`src/rtl/hazard_ctrl_pkg.sv`:
```
// Shared constants, state encoding and control-bundle type for the pipeline hazard controller.
package hazard_ctrl_pkg;

    localparam int unsigned REG_W   = 5;
    localparam int unsigned PCSRC_W = 2;
    localparam int unsigned WCNT_W  = 8;
    localparam int unsigned CNT_W   = 32;

    localparam logic [WCNT_W-1:0] MEM_TIMEOUT_DEFAULT = 8'd255;

    typedef enum logic [1:0] {
        ST_RUN      = 2'd0,
        ST_MEM_WAIT = 2'd1,
        ST_ERR      = 2'd2
    } hz_state_e;

    typedef struct packed {
        logic pc_en;
        logic en_ifid;
        logic flush_ifid;
        logic en_idex;
        logic flush_idex;
        logic en_exmem;
        logic en_memwb;
        logic mem_err;
    } hz_ctrl_t;

    localparam hz_ctrl_t CTRL_RUN = '{pc_en: 1'b1, en_ifid: 1'b1, flush_ifid: 1'b0,
                                      en_idex: 1'b1, flush_idex: 1'b0, en_exmem: 1'b1,
                                      en_memwb: 1'b1, mem_err: 1'b0};
    localparam hz_ctrl_t CTRL_OFF = '{default: 1'b0};
    localparam hz_ctrl_t CTRL_ERR = '{default: 1'b1};

endpackage

```
`src/rtl/hazard_ctrl_sat_counter.sv`:
```
// Up-counter that sticks at all-ones; async active-low clear, optional synchronous load.
module sat_counter
    import hazard_ctrl_pkg::*;
#(
    parameter int unsigned WIDTH = CNT_W
) (
    input  logic             clk,
    input  logic             rst_n,
    input  logic             inc_i,
    input  logic             load_i,
    input  logic [WIDTH-1:0] load_val_i,
    output logic [WIDTH-1:0] cnt_o
);

    logic [WIDTH-1:0] cnt_q;
    logic [WIDTH-1:0] cnt_d;

    always_comb begin
        cnt_d = cnt_q;
        if (load_i) begin
            cnt_d = load_val_i;
        end else if (inc_i && (cnt_q != '1)) begin
            cnt_d = cnt_q + WIDTH'(1);
        end
    end

    always_ff @(posedge clk or negedge rst_n) begin
        if (!rst_n) begin
            cnt_q <= '0;
        end else begin
            cnt_q <= cnt_d;
        end
    end

    assign cnt_o = cnt_q;

endmodule

```
`src/rtl/hazard_ctrl.sv`:
```
// Pipeline stall/flush controller: load-use bubbles, redirect flushes, data-memory freeze
// with timeout abort, plus saturating stall and flush event counters.
module hazard_ctrl
    import hazard_ctrl_pkg::*;
#(
    parameter logic [WCNT_W-1:0] MEM_TIMEOUT = MEM_TIMEOUT_DEFAULT
) (
    input  logic               clk,
    input  logic               rst,
    input  logic [REG_W-1:0]   rs1_ID,
    input  logic [REG_W-1:0]   rs2_ID,
    input  logic [REG_W-1:0]   rd_EX,
    input  logic               mem_read_EX,
    input  logic [PCSRC_W-1:0] pc_src_EX,
    input  logic               mem_req_MEM,
    input  logic               dmem_ack,
    output logic               pc_en,
    output logic               en_IFID,
    output logic               flush_IFID,
    output logic               en_IDEX,
    output logic               flush_IDEX,
    output logic               en_EXMEM,
    output logic               en_MEMWB,
    output logic               mem_err,
    output logic [CNT_W-1:0]   stall_cycles,
    output logic [CNT_W-1:0]   flush_events
);

    hz_state_e         state_q, state_d;
    logic [WCNT_W-1:0] wcnt_q, wcnt_d;
    logic [WCNT_W:0]   wcnt_inc;
    hz_ctrl_t          ctrl, run_ctrl;
    logic              redirect, load_use, freeze_req;

    assign redirect   = (pc_src_EX != '0);
    assign load_use   = mem_read_EX && (rd_EX != '0) && ((rd_EX == rs1_ID) || (rd_EX == rs2_ID));
    assign freeze_req = mem_req_MEM && !dmem_ack;
    assign wcnt_inc   = (WCNT_W+1)'(wcnt_q) + (WCNT_W+1)'(1);

    // Normal pipeline steering; a redirect squashes the younger load-use victim, so no bubble.
    always_comb begin
        run_ctrl = CTRL_RUN;
        if (redirect) begin
            run_ctrl.flush_ifid = 1'b1;
            run_ctrl.flush_idex = 1'b1;
        end else if (load_use) begin
            run_ctrl.pc_en      = 1'b0;
            run_ctrl.en_ifid    = 1'b0;
            run_ctrl.flush_idex = 1'b1;
        end
    end

    always_comb begin
        state_d = state_q;
        wcnt_d  = wcnt_q;
        ctrl    = run_ctrl;
        case (state_q)
            ST_RUN: begin
                if (freeze_req) begin
                    ctrl    = CTRL_OFF;
                    state_d = ST_MEM_WAIT;
                    wcnt_d  = WCNT_W'(1);
                end
            end
            ST_MEM_WAIT: begin
                // A dropped request counts as completion.
                if (freeze_req) begin
                    ctrl   = CTRL_OFF;
                    wcnt_d = wcnt_inc[WCNT_W-1:0];
                    if (wcnt_inc >= (WCNT_W+1)'(MEM_TIMEOUT)) begin
                        state_d = ST_ERR;
                    end
                end else begin
                    state_d = ST_RUN;
                    wcnt_d  = '0;
                end
            end
            ST_ERR: begin
                ctrl    = CTRL_ERR;
                state_d = ST_RUN;
                wcnt_d  = '0;
            end
            default: begin
                state_d = ST_RUN;
                wcnt_d  = '0;
            end
        endcase
        if (!rst) begin
            ctrl = CTRL_OFF;
        end
    end

    always_ff @(posedge clk or negedge rst) begin
        if (!rst) begin
            state_q <= ST_RUN;
            wcnt_q  <= '0;
        end else begin
            state_q <= state_d;
            wcnt_q  <= wcnt_d;
        end
    end

    assign pc_en      = ctrl.pc_en;
    assign en_IFID    = ctrl.en_ifid;
    assign flush_IFID = ctrl.flush_ifid;
    assign en_IDEX    = ctrl.en_idex;
    assign flush_IDEX = ctrl.flush_idex;
    assign en_EXMEM   = ctrl.en_exmem;
    assign en_MEMWB   = ctrl.en_memwb;
    assign mem_err    = ctrl.mem_err;

    sat_counter #(.WIDTH(CNT_W)) u_stall_cnt (
        .clk        (clk),
        .rst_n      (rst),
        .inc_i      (!ctrl.pc_en),
        .load_i     (1'b0),
        .load_val_i ('0),
        .cnt_o      (stall_cycles)
    );

    sat_counter #(.WIDTH(CNT_W)) u_flush_cnt (
        .clk        (clk),
        .rst_n      (rst),
        .inc_i      (ctrl.flush_ifid),
        .load_i     (1'b0),
        .load_val_i ('0),
        .cnt_o      (flush_events)
    );

endmodule

```
`config.mk`:
```
export PLATFORM = sky130hd
export DESIGN_NAME = hazard_ctrl
export DESIGN_NICKNAME = d
export VERILOG_FILES = /design/src/rtl/hazard_ctrl_pkg.sv /design/src/rtl/hazard_ctrl_sat_counter.sv /design/src/rtl/hazard_ctrl.sv
export SDC_FILE = /design/constraint.sdc
export NUM_CORES = 1
export LEC_CHECK = 0
export BUFFER_PORTS_ARGS = -buffer_cell sky130_fd_sc_hd__buf_4
export CAP_MARGIN = 20
export CORE_MARGIN = 8
export CORE_UTILIZATION = 48
export DETAILED_ROUTE_END_ITERATION = 7
export HOLD_SLACK_MARGIN = 0.15
export PLACE_DENSITY = 0.83
export SETUP_SLACK_MARGIN = 0.05
export SLEW_MARGIN = 20
export SYNTH_ARGS = -nofsm -noshare
export SYNTH_HDL_FRONTEND = slang
export SYNTH_SLANG_ARGS = --single-unit
```
`constraint.sdc`:
```
create_clock -name clk -period 2.4 [get_ports clk]
set_clock_uncertainty 0.15 [all_clocks]
set_input_delay 0.48 -clock clk [delete_from_list [all_inputs] [get_ports clk]]
set_output_delay 0.48 -clock clk [all_outputs]
set_load 0.005 [all_outputs]
```
[Word-level counts from Yosys, hierarchy flattened]
Index checks and enable logic that the tools add are counted.
Widths: inputs -> output; s select.
Word-level totals
  bits in registers: 74
  latch bits: 0
  memory bits (writable): 0
  memory bits (read-only): 0
  bits of input ports: 22
  word-level logic and storage cells: 44
  memories kept: 0
Cells by class
  $add $sub $neg: 3
  multipliers: 0
  divide/modulo/power cells: 0
  order comparisons: 1
  equality and inequality tests: 8
  shift operators: 0
  muxes and demuxes: 15
  bitwise gates (word level): 0
  reduce and logical (&&, ||, !) cells: 13
Operators by type and width (number)
  $add 32x1->32 const B: 2
  $ne 32x32->1 const B: 2
  $mux 8: 4
  $pmux 8 s2: 2
  $eq 5x5->1: 2
  $mux 2: 5
  $add 8x1->9 const B: 1
  $ge 9x8->1 const B: 1
  $logic_and 1x1->1: 5
  $reduce_bool 5->1: 1
  $pmux 2 s2: 1
  $mux 1: 3
  $ne 3x3->1 const B: 1
  $eq 2x1->1 const B: 1
  $eq 2x2->1 const B: 1
  $logic_not 1->1: 2
  $logic_not 2->1: 1
  $ne 2x2->1 const B: 1
  $reduce_and 2->1: 1
  $reduce_bool 2->1: 1
  $reduce_or 2->1: 1
  $logic_or 1x1->1: 1

[Depth between registers and ports, before layout]
Gate-level depths: netlist of the first run.
  depth in word-level cells: 10
  mapped depth: 10

[By module]
From an unflattened synthesis of the first run, not the netlist that was laid out.
Second synthesis, totals
  cells, all modules: 573
  area, all modules: 5017.3 um^2
By module, submodules not included
  sat_counter: instances 2, cells each 243, area an instance 2122.0 um^2, sequential area each 800.8 um^2
  hazard_ctrl: instances 1, cells each 87, area an instance 773.2 um^2, sequential area each 250.2 um^2

[Worst setup path before layout of the first run]
OpenSTA, ideal clock, no wires.
  path type: in2out
  start point: in rd_EX[1]
  end point: out pc_en
  data arrival time: 1834 ps
  path slack: -64 ps
  stages: 6
  path buffers: 2
  path through: or4_1 o21ai_0 nor4_1 a21oi_1 buf_2 buf_4
On the way
  longest elaborated chain between the ends: 8
  elaborated cells on any way between the ends: 11
  those cells by class: eq/ne (2); mux (5); reduce/logical (4)
Ends and longest elaborated chain
  start, declared: RTL line hazard_ctrl.sv:12  | input logic [REG_W-1:0] rd_EX,
  $eq 5x5->1 or $reduce_bool 5->1 (tied branches): RTL line hazard_ctrl.sv:36  | assign load_use = mem_read_EX && (rd_EX != '0) && ((rd_EX == rs1_ID) || (rd_EX == rs2_ID));
  $logic_or 1x1->1 or $logic_and 1x1->1 (tied branches): RTL line hazard_ctrl.sv:36
  $logic_and 1x1->1 *: RTL line hazard_ctrl.sv:36
  $mux 2 *: RTL line hazard_ctrl.sv:46  | end else if (load_use) begin
  $mux 2 *: RTL line hazard_ctrl.sv:43  | if (redirect) begin
  $mux 8: RTL line hazard_ctrl.sv:59, hazard_ctrl.sv:67
  $pmux 8 s2 *: RTL line hazard_ctrl.sv:57  | case (state_q)
  $mux 8 *: RTL line hazard_ctrl.sv:88  | if (!rst) begin
  end, declared: RTL line hazard_ctrl.sv:17  | output logic pc_en,
Every way passes the cells marked *; elsewhere a longest branch is shown, timed or not.

[Worst setup path after layout of the first run]
  start point: in rd_EX[2]
  end point: out en_IFID
On the way
  longest elaborated chain between the ends: 8
  elaborated cells on any way between the ends: 11
  those cells by class: eq/ne (2); mux (5); reduce/logical (4)
Ends and longest elaborated chain
  $eq 5x5->1 or $reduce_bool 5->1 (tied branches): RTL line hazard_ctrl.sv:36
  $logic_or 1x1->1 or $logic_and 1x1->1 (tied branches): RTL line hazard_ctrl.sv:36
  $logic_and 1x1->1 *: RTL line hazard_ctrl.sv:36
  $mux 2 *: RTL line hazard_ctrl.sv:46
  $mux 2 *: RTL line hazard_ctrl.sv:43
  $mux 8: RTL line hazard_ctrl.sv:59, hazard_ctrl.sv:67
  $pmux 8 s2 *: RTL line hazard_ctrl.sv:57
  $mux 8 *: RTL line hazard_ctrl.sv:88
  end, declared: RTL line hazard_ctrl.sv:18  | output logic en_IFID,
Marks and branches as above.

==> results of run 1 <==
-- placed cells by master, fill, tap and decap left out, drive strengths merged, types with 10 or more instances in the layout --
cell type | netlist | routed
nand3 | 23 | 23
and3 | 13 | 13
o21ai | 11 | 11
nor3 | 19 | 19
dfrtp | 74 | 74
nor4 | 10 | 10
clkbuf | 3 | 12
and4 | 11 | 11
xor2 | 38 | 38
xnor2 | 34 | 34
nand4 | 20 | 20
nor2 | 18 | 18
nand2 | 33 | 33
a21oi | 10 | 10
buf | 6 | 127
-- sequential cells by signal (all words and copies together) (netlist names) --
name               cells
u_stall_cnt.cnt_o     32
state_q                2
wcnt_q                 8
u_flush_cnt.cnt_o     32
-- power groups by stage --
stage               clock, W  combinational, W  sequential, W
floorplan                  0          0.000258        0.00154
global placement           0          0.000645        0.00153
detailed placement         0          0.000671        0.00154
CTS                  0.00115          0.000686        0.00151
global route         0.00120          0.000769        0.00154
finish               0.00113          0.000698        0.00152
-- per-layer routing --
metal,GRT usage (%),vias up
met1,21.1,1631
met5,0,-
li1,-,1598
met4,8.36,0
met3,5.16,26
met2,32.4,126
-- cell type report --
| type | count | area, sq um | share of cell area [%] |
|---|---|---|---|
| Inverter | 9 | 33.8 | 0.652 |
| Sequential cell | 74 | 1850 | 35.8 |
| Clock buffer | 12 | 165 | 3.19 |
| Tap cell | 102 | 128 | 2.46 |
| Clock inverter | 4 | 72.6 | 1.40 |
| Multi-Input combinational cell | 283 | 1930 | 37.4 |
| Timing Repair Buffer | 128 | 991 | 19.1 |
-- worst min-delay path: cells and delay by family --
kind            cells  cell delay, ps
buf+inv             1              80
compound gates      1              50
simple gates        2             140
-- metrics by stage --
| step | instances | utilization [%] | total power (W) | setup WS (ps) | hold slack, ps |
|---|---|---|---|---|---|
| 3_3_place_gp | 591 | 62.5 | 0.00218 | -25.8 | 333 |
| 6_report | 612 | 67.0 | 0.00335 | 20.4 | 290 |
| 2_1_floorplan | 375 | - | 0.00180 | 51.6 | 34.4 |
| 4_1_cts | 610 | 66.3 | 0.00335 | -27.5 | 284 |
| 5_1_grt | 612 | 67.0 | 0.00351 | -30.2 | 323 |
| 3_5_place_dp | 591 | 62.5 | 0.00221 | -71.5 | 329 |
-- what timing repair did --
action,4_1_cts,5_1_grt
endpoints found under the hold margin,74,0
setup buffers,2,2
endpoints found under the setup margin,2,11
cloned,0,0
pin swaps,4,7
gates resized for setup,8,10
hold buffers,1,0
-- kinds of logic after synthesis --
| family | Yosys count |
|---|---|
| buf+inv | 18 |
| flops | 74 |
| compound gates | 34 |
| simple gates | 171 |
| xor+xnor | 72 |
| fa+ha+maj | 4 |
| mux | 2 |
-- final timing paths --
kind                                  startpoint               endpoint  slack [ps]  cells after the start
max in group asynchronous                    rst  u_flush_cnt.cnt_o[29]         990                      3
max                                     rd_EX[2]                en_IFID          20                      7
min                                     dmem_ack             state_q[0]         290                      4
max reg2reg                u_flush_cnt.cnt_o[21]  u_flush_cnt.cnt_o[17]         170                      7
min in group asynchronous                    rst              wcnt_q[5]         650                      3
min reg2reg                u_stall_cnt.cnt_o[30]  u_stall_cnt.cnt_o[30]         350                      1
==> flow_summary_export.csv, run 1 <==
group,metric,value,unit
clock_network,clkTransAtPathRegs,80,ps
power,p_int,0.00242,W
cells_and_area,design_area,0.00518,sq mm
global_routing,grt-ovfl-total,0,
place,portBuffers,93,
die,initial_utilization,49.3,%
route,m1WireLength,4200,um
yosys,synthMuxAreaShare,0.591,%
route,met3_length,661,um
clock_network,tritoncts,"yes",
place,dpl-instance-area,0.00483,sq mm
yosys,synth_nets,401,
global_routing,grt_pass1_vias,3445,
worst_setup_path,crit_type,"in -> out",
yosys,synth_top_family_by_area,"simple AND/OR/NAND/NOR gates",
yosys,synth_compound_area_share,5.38,%
die,die_w,105,um
cells_and_area,fin_nets,531,
route,dr_wl_met2,5300,um
power,p_per_area,647,mW/mm^2
yosys,synth_adder_area_share,1.31,%
global_routing,antenna_found_initial,0,
worst_setup_path,crit_family,"simple AND/OR/NAND/NOR gates",
min_path,hp-class,"in -> reg",
global_routing,grt_pass1_wl,17000,um
cells_and_area,insertedDiodeCount,0,
worst_setup_path,cpMostUsedCell,"buf_6",
yosys,synth_seq_area_share,48.6,%
clock_network,cts_sinks,74,
route,highest_layer,"met4",
die,die_h,105,um
route,wl_per_cell,17.1,um
yosys,synth_top_area_cell,"dfrtp_1",
worst_setup_path,critPathRequiredTime,1770,ps
route,drc,0,
route,avgViaCountPerCell,5.52,
route,ant_nets,0,
timing,relSlewSlack,62.2,%
power,max-vdd-ir-drop,0.534,mV
route,route.vias.total,3381,
clock_network,insertion_delay,350,ps
power,combPwrFrac,20.8,%
worst_setup_path,cp_num_buf_inv,3,
timing,tns,0,ps
die,dieArea,0.0111,sq mm
timing,final.min_clock_period,2380,ps
power,p_switching,0.000935,W
worst_setup_path,cp_cell_sequence,"buf_6 > or4_4 > o21ai_4 > nor4_2 > a21oi_1 > buf_4 > buf_6",
place,hpwl,7790,um
yosys,synthXorXnorAreaFrac,16.5,%
route,drt_iter0_drc,113,
power,leakage,2.52,nW
global_routing,groute.usage.overall,18.7,%
power,p_sw_share,27.9,%
worst_setup_path,cp-end-kind,"output pin",
yosys,synthTopCellsByArea,"dfrtp_1, xor2_1, xnor2_1, nand4_1, nand2_1",
yosys,synth_common_cells,"dfrtp_1, xor2_1, xnor2_1, nand2_1, nand3_1",
global_routing,grt_max_degree,44,
route,routed_wl,10400,um
clock_network,root_buffer,"clkbuf_8",
route,first_pass_iters,4,
worst_setup_path,worst-endpoint-arrival,1750,ps
timing,drv_slew,0,
yosys,yosys_warnings,0,
yosys,ys_ff_latch,74,
worst_setup_path,slowest_stage,"or4_4",
die,boundaryPins,94,
die,coreArea,0.00773,sq mm
worst_setup_path,cp-start-kind,"input pin",
clock_network,cts_buffers,9,
cells_and_area,area_delta_synth_final,35.8,%
timing,finalCritPeriodShare,99.2,%
timing,hold_viol,0,
clock_network,cts_max_path_buffers,2,
power,seqPwrFrac,45.3,%
timing,setup_violations,0,
worst_setup_path,critical_path.max_stage_delay,540,ps
yosys,yosysMostFrequentCell,"dfrtp_1",
yosys,synth_top_area_share,48.6,%
yosys,synth-edff-count,0,
yosys,ys_types,44,
yosys,synth-simple-area-share,25.4,%
power,pwr-share-clk,33.9,%
yosys,syn_area_per_cell,10.2,sq um
yosys,syn-cell-area,0.00381,sq mm
clock_network,h-tree-depth,3,
status,status,"complete, no violations",
job,max-cap-violations,0,
cells_and_area,drive_above_1_share,32.0,%
timing,worst_pin_slew,562,ps
timing,fmax,420,MHz
worst_setup_path,critPathMaxFanout,4,
cells_and_area,fill_cells,595,
yosys,async_reset_ff_share,100,%
timing,rsz0062_at_grt,"yes",
die,rows,32,
place,place_congestion,0.821,
yosys,synthFlopType,"dfrtp_1",
yosys,syn_inst,375,
Power figures use the tool's default switching activity.
==> run 2: changes to the inputs <==
Settings changed: CORE_UTILIZATION 48 to 51, PLACE_DENSITY 0.83 to 0.84, SYNTH_HIERARCHICAL set to 1.
==> flow_summary_export.csv, run 2 <==
group,metric,value,unit
power,leakage,3.06,nW
yosys,synth_top_area_cell,"dfrtp_1",
power,p_per_area,445,mW/mm^2
place,hpwl,11000,um
die,die_w,115,um
timing,rsz0062_at_grt,"yes",
die,die_h,115,um
die,coreArea,0.00968,sq mm
worst_setup_path,r2r_start,"state_q[1]",
yosys,syn_inst,573,
route,ant_nets,0,
die,boundaryPins,94,
route,drt_iter0_drc,482,
worst_setup_path,cp-end-kind,"flip-flop",
clock_network,ctsHoldBuffers,0,
worst_setup_path,cp-start-kind,"flip-flop",
place,place_ws,-694,ps
worst_setup_path,r2r_cells,10,
worst_setup_path,critPathMaxFanout,5,
worst_setup_path,crit_type,"reg -> reg",
route,route.vias.total,5649,
cells_and_area,fin_nets,842,
timing,final.setup.worst_slack,-470,ps
yosys,syn-cell-area,0.00502,sq mm
global_routing,antenna_found_initial,0,
job,max-cap-violations,0,
timing,hold_viol,0,
clock_network,cts_max_path_buffers,2,
timing,drv_slew,0,
yosys,synthTopCellsByArea,"dfrtp_1, nand2_1, nand4_1, xnor2_1, nand3_1",
clock_network,cts_buffers,9,
worst_setup_path,crit_family,"simple AND/OR/NAND/NOR gates",
cells_and_area,insertedDiodeCount,0,
global_routing,grt_pass1_wl,26300,um
clock_network,h-tree-depth,3,
yosys,async_reset_ff_share,100,%
yosys,ys_types,58,
global_routing,grt_pass1_vias,5532,
timing,setup_violations,32,
yosys,yosysMostFrequentCell,"nand2_1",
worst_setup_path,r2r_end,"u_stall_cnt/cnt_o[30]",
worst_setup_path,worst-path-stages,10,
cells_and_area,final_cell_mix,"buf_4, nand2_1, dfrtp_1, conb_1, nand4_1",
clock_network,cts_sinks,74,
worst_setup_path,reg2reg_slack,-470,ps
place,place_congestion,0.880,
route,highest_layer,"met4",
cells_and_area,area_delta_synth_final,46.4,%
global_routing,groute.usage.overall,24.4,%
die,dieArea,0.0133,sq mm
worst_setup_path,worst-endpoint-arrival,2950,ps
clock_network,clkTransAtPathRegs,80,ps
timing,worst_pin_slew,970,ps
power,max-vdd-ir-drop,0.270,mV
min_path,hp-class,"in -> async",
route,wl_per_cell,17.9,um
yosys,ys_ff_latch,74,
route,met3_length,1270,um
yosys,syn_area_per_cell,8.76,sq um
timing,fmax,348,MHz
timing,final.min_clock_period,2870,ps
clock_network,root_buffer,"clkbuf_8",
yosys,synth-edff-count,0,
global_routing,grt_max_degree,75,
worst_setup_path,critPathRequiredTime,2480,ps
worst_setup_path,cp_cell_sequence,"nor2b_4 > and2_4 > or3_4 > o31ai_4 > inv_2 > or4_4 > buf_6 > nor4_4 > xnor2_1 > o21ai_1",
die,rows,36,
route,avgViaCountPerCell,5.92,
yosys,yosys_warnings,6,
route,routed_wl,17100,um
die,initial_utilization,51.8,%
yosys,synth_common_cells,"nand2_1, dfrtp_1, nand4_1, nor2_1, nand3_1",
cells_and_area,drive_above_1_share,32.5,%
route,m1WireLength,6540,um
status,status,"finished with violations",
worst_setup_path,critical_path.max_stage_delay,560,ps
worst_setup_path,cp_num_buf_inv,2,
route,first_pass_iters,5,
place,portBuffers,93,
route,drc,0,
clock_network,insertion_delay,350,ps
clock_network,tritoncts,"yes",
power,p_total,0.00327,W
timing,relSlewSlack,35.3,%
yosys,synth_top_area_share,36.9,%
yosys,synth_seq_area_share,36.9,%
cells_and_area,layout_commonest_cell,"buf_4",
yosys,synthFlopType,"dfrtp_1",
global_routing,grt-ovfl-total,0,
worst_setup_path,slowest_stage,"or4_4",
route,dr_wl_met2,8620,um
timing,finalCritPeriodShare,120,%
status,violations,"negative setup slack",
## run 2: cell families (layout without fill, tap and decap cells)
kind of cell / Yosys count / after routing / share of synthesized area (%)
other: 1 / 72 / 0.0747
AND/OR/NAND/NOR: 272 / 273 / 29.0
buffers and inverters: 52 / 228 / 4.59
XOR/XNOR: 43 / 43 / 7.51
multiplexers: 7 / 7 / 1.52
flip-flops: 74 / 74 / 36.9
adder cells (fa/ha/maj): 4 / 4 / 0.998
AO/OA/AOI/OAI: 120 / 120 / 19.4
## run 2: power breakdown
part           leakage (nW)  internal (W)  switching, W
Combinational          2.07      0.000460      0.000467
Clock                0.0872      0.000400      0.000461
Sequential            0.904       0.00135      0.000125
Total                  3.06       0.00221       0.00105
## run 2: routing by layer
layer / vias up / track usage, %
met5: - / 0
met4: 0 / 9.72
met3: 71 / 5.51
met2: 293 / 42.8
met1: 2731 / 28.2
li1: 2554 / -
## run 2: how the worst max path moves through the flow
stage                from                     to
5_1_grt        state_q[1]  u_stall_cnt/cnt_o[30]
2_1_floorplan  state_q[1]  u_stall_cnt/cnt_o[28]
3_5_place_dp     rd_EX[3]  u_stall_cnt/cnt_o[28]
3_3_place_gp     rd_EX[3]  u_stall_cnt/cnt_o[28]
4_1_cts        state_q[1]  u_stall_cnt/cnt_o[28]
6_report       state_q[1]  u_stall_cnt/cnt_o[30]
## run 2: worst register-to-register path, stage by stage, from the launching register on
cell     delay (ps)
dfrtp_1         380
nor2b_4         130
and2_4          160
or3_4           340
o31ai_4         270
inv_2           100
or4_4           560
buf_6           150
nor4_4          210
xnor2_1         170
o21ai_1         130
## run 2: cell type report
cell class	count	area (sq um)
inverters	22	82.6
fillers	619	2340
multi-input cells	519	3570
well taps	133	166
clock buffers	13	149
clock inverters	3	15.0
repair buffers	190	1510
flip-flops and latches	74	1850
## run 2: metrics by stage
| step | hold slack (ps) | instances | cell area, sq um | setup TNS (ps) | utilization (%) |
|---|---|---|---|---|---|
| global placement | 367 | 913 | 6640 | -11240 | 68.6 |
| floorplan | 34.4 | 644 | 5370 | -5010 | - |
| finish | 328 | 954 | 7340 | -6000 | 75.8 |
| CTS | 347 | 943 | 7050 | -3720 | 72.8 |
| global route | 371 | 954 | 7340 | -8870 | 75.8 |
| detailed placement | 392 | 913 | 6640 | -15010 | 68.6 |
## run 2: what timing repair did
action,4_1_cts,5_1_grt
setup endpoints to repair,41,55
cloned,1,0
pin swaps,31,34
gates resized for setup,30,45
setup buffers,14,13
hold endpoints to repair,0,0
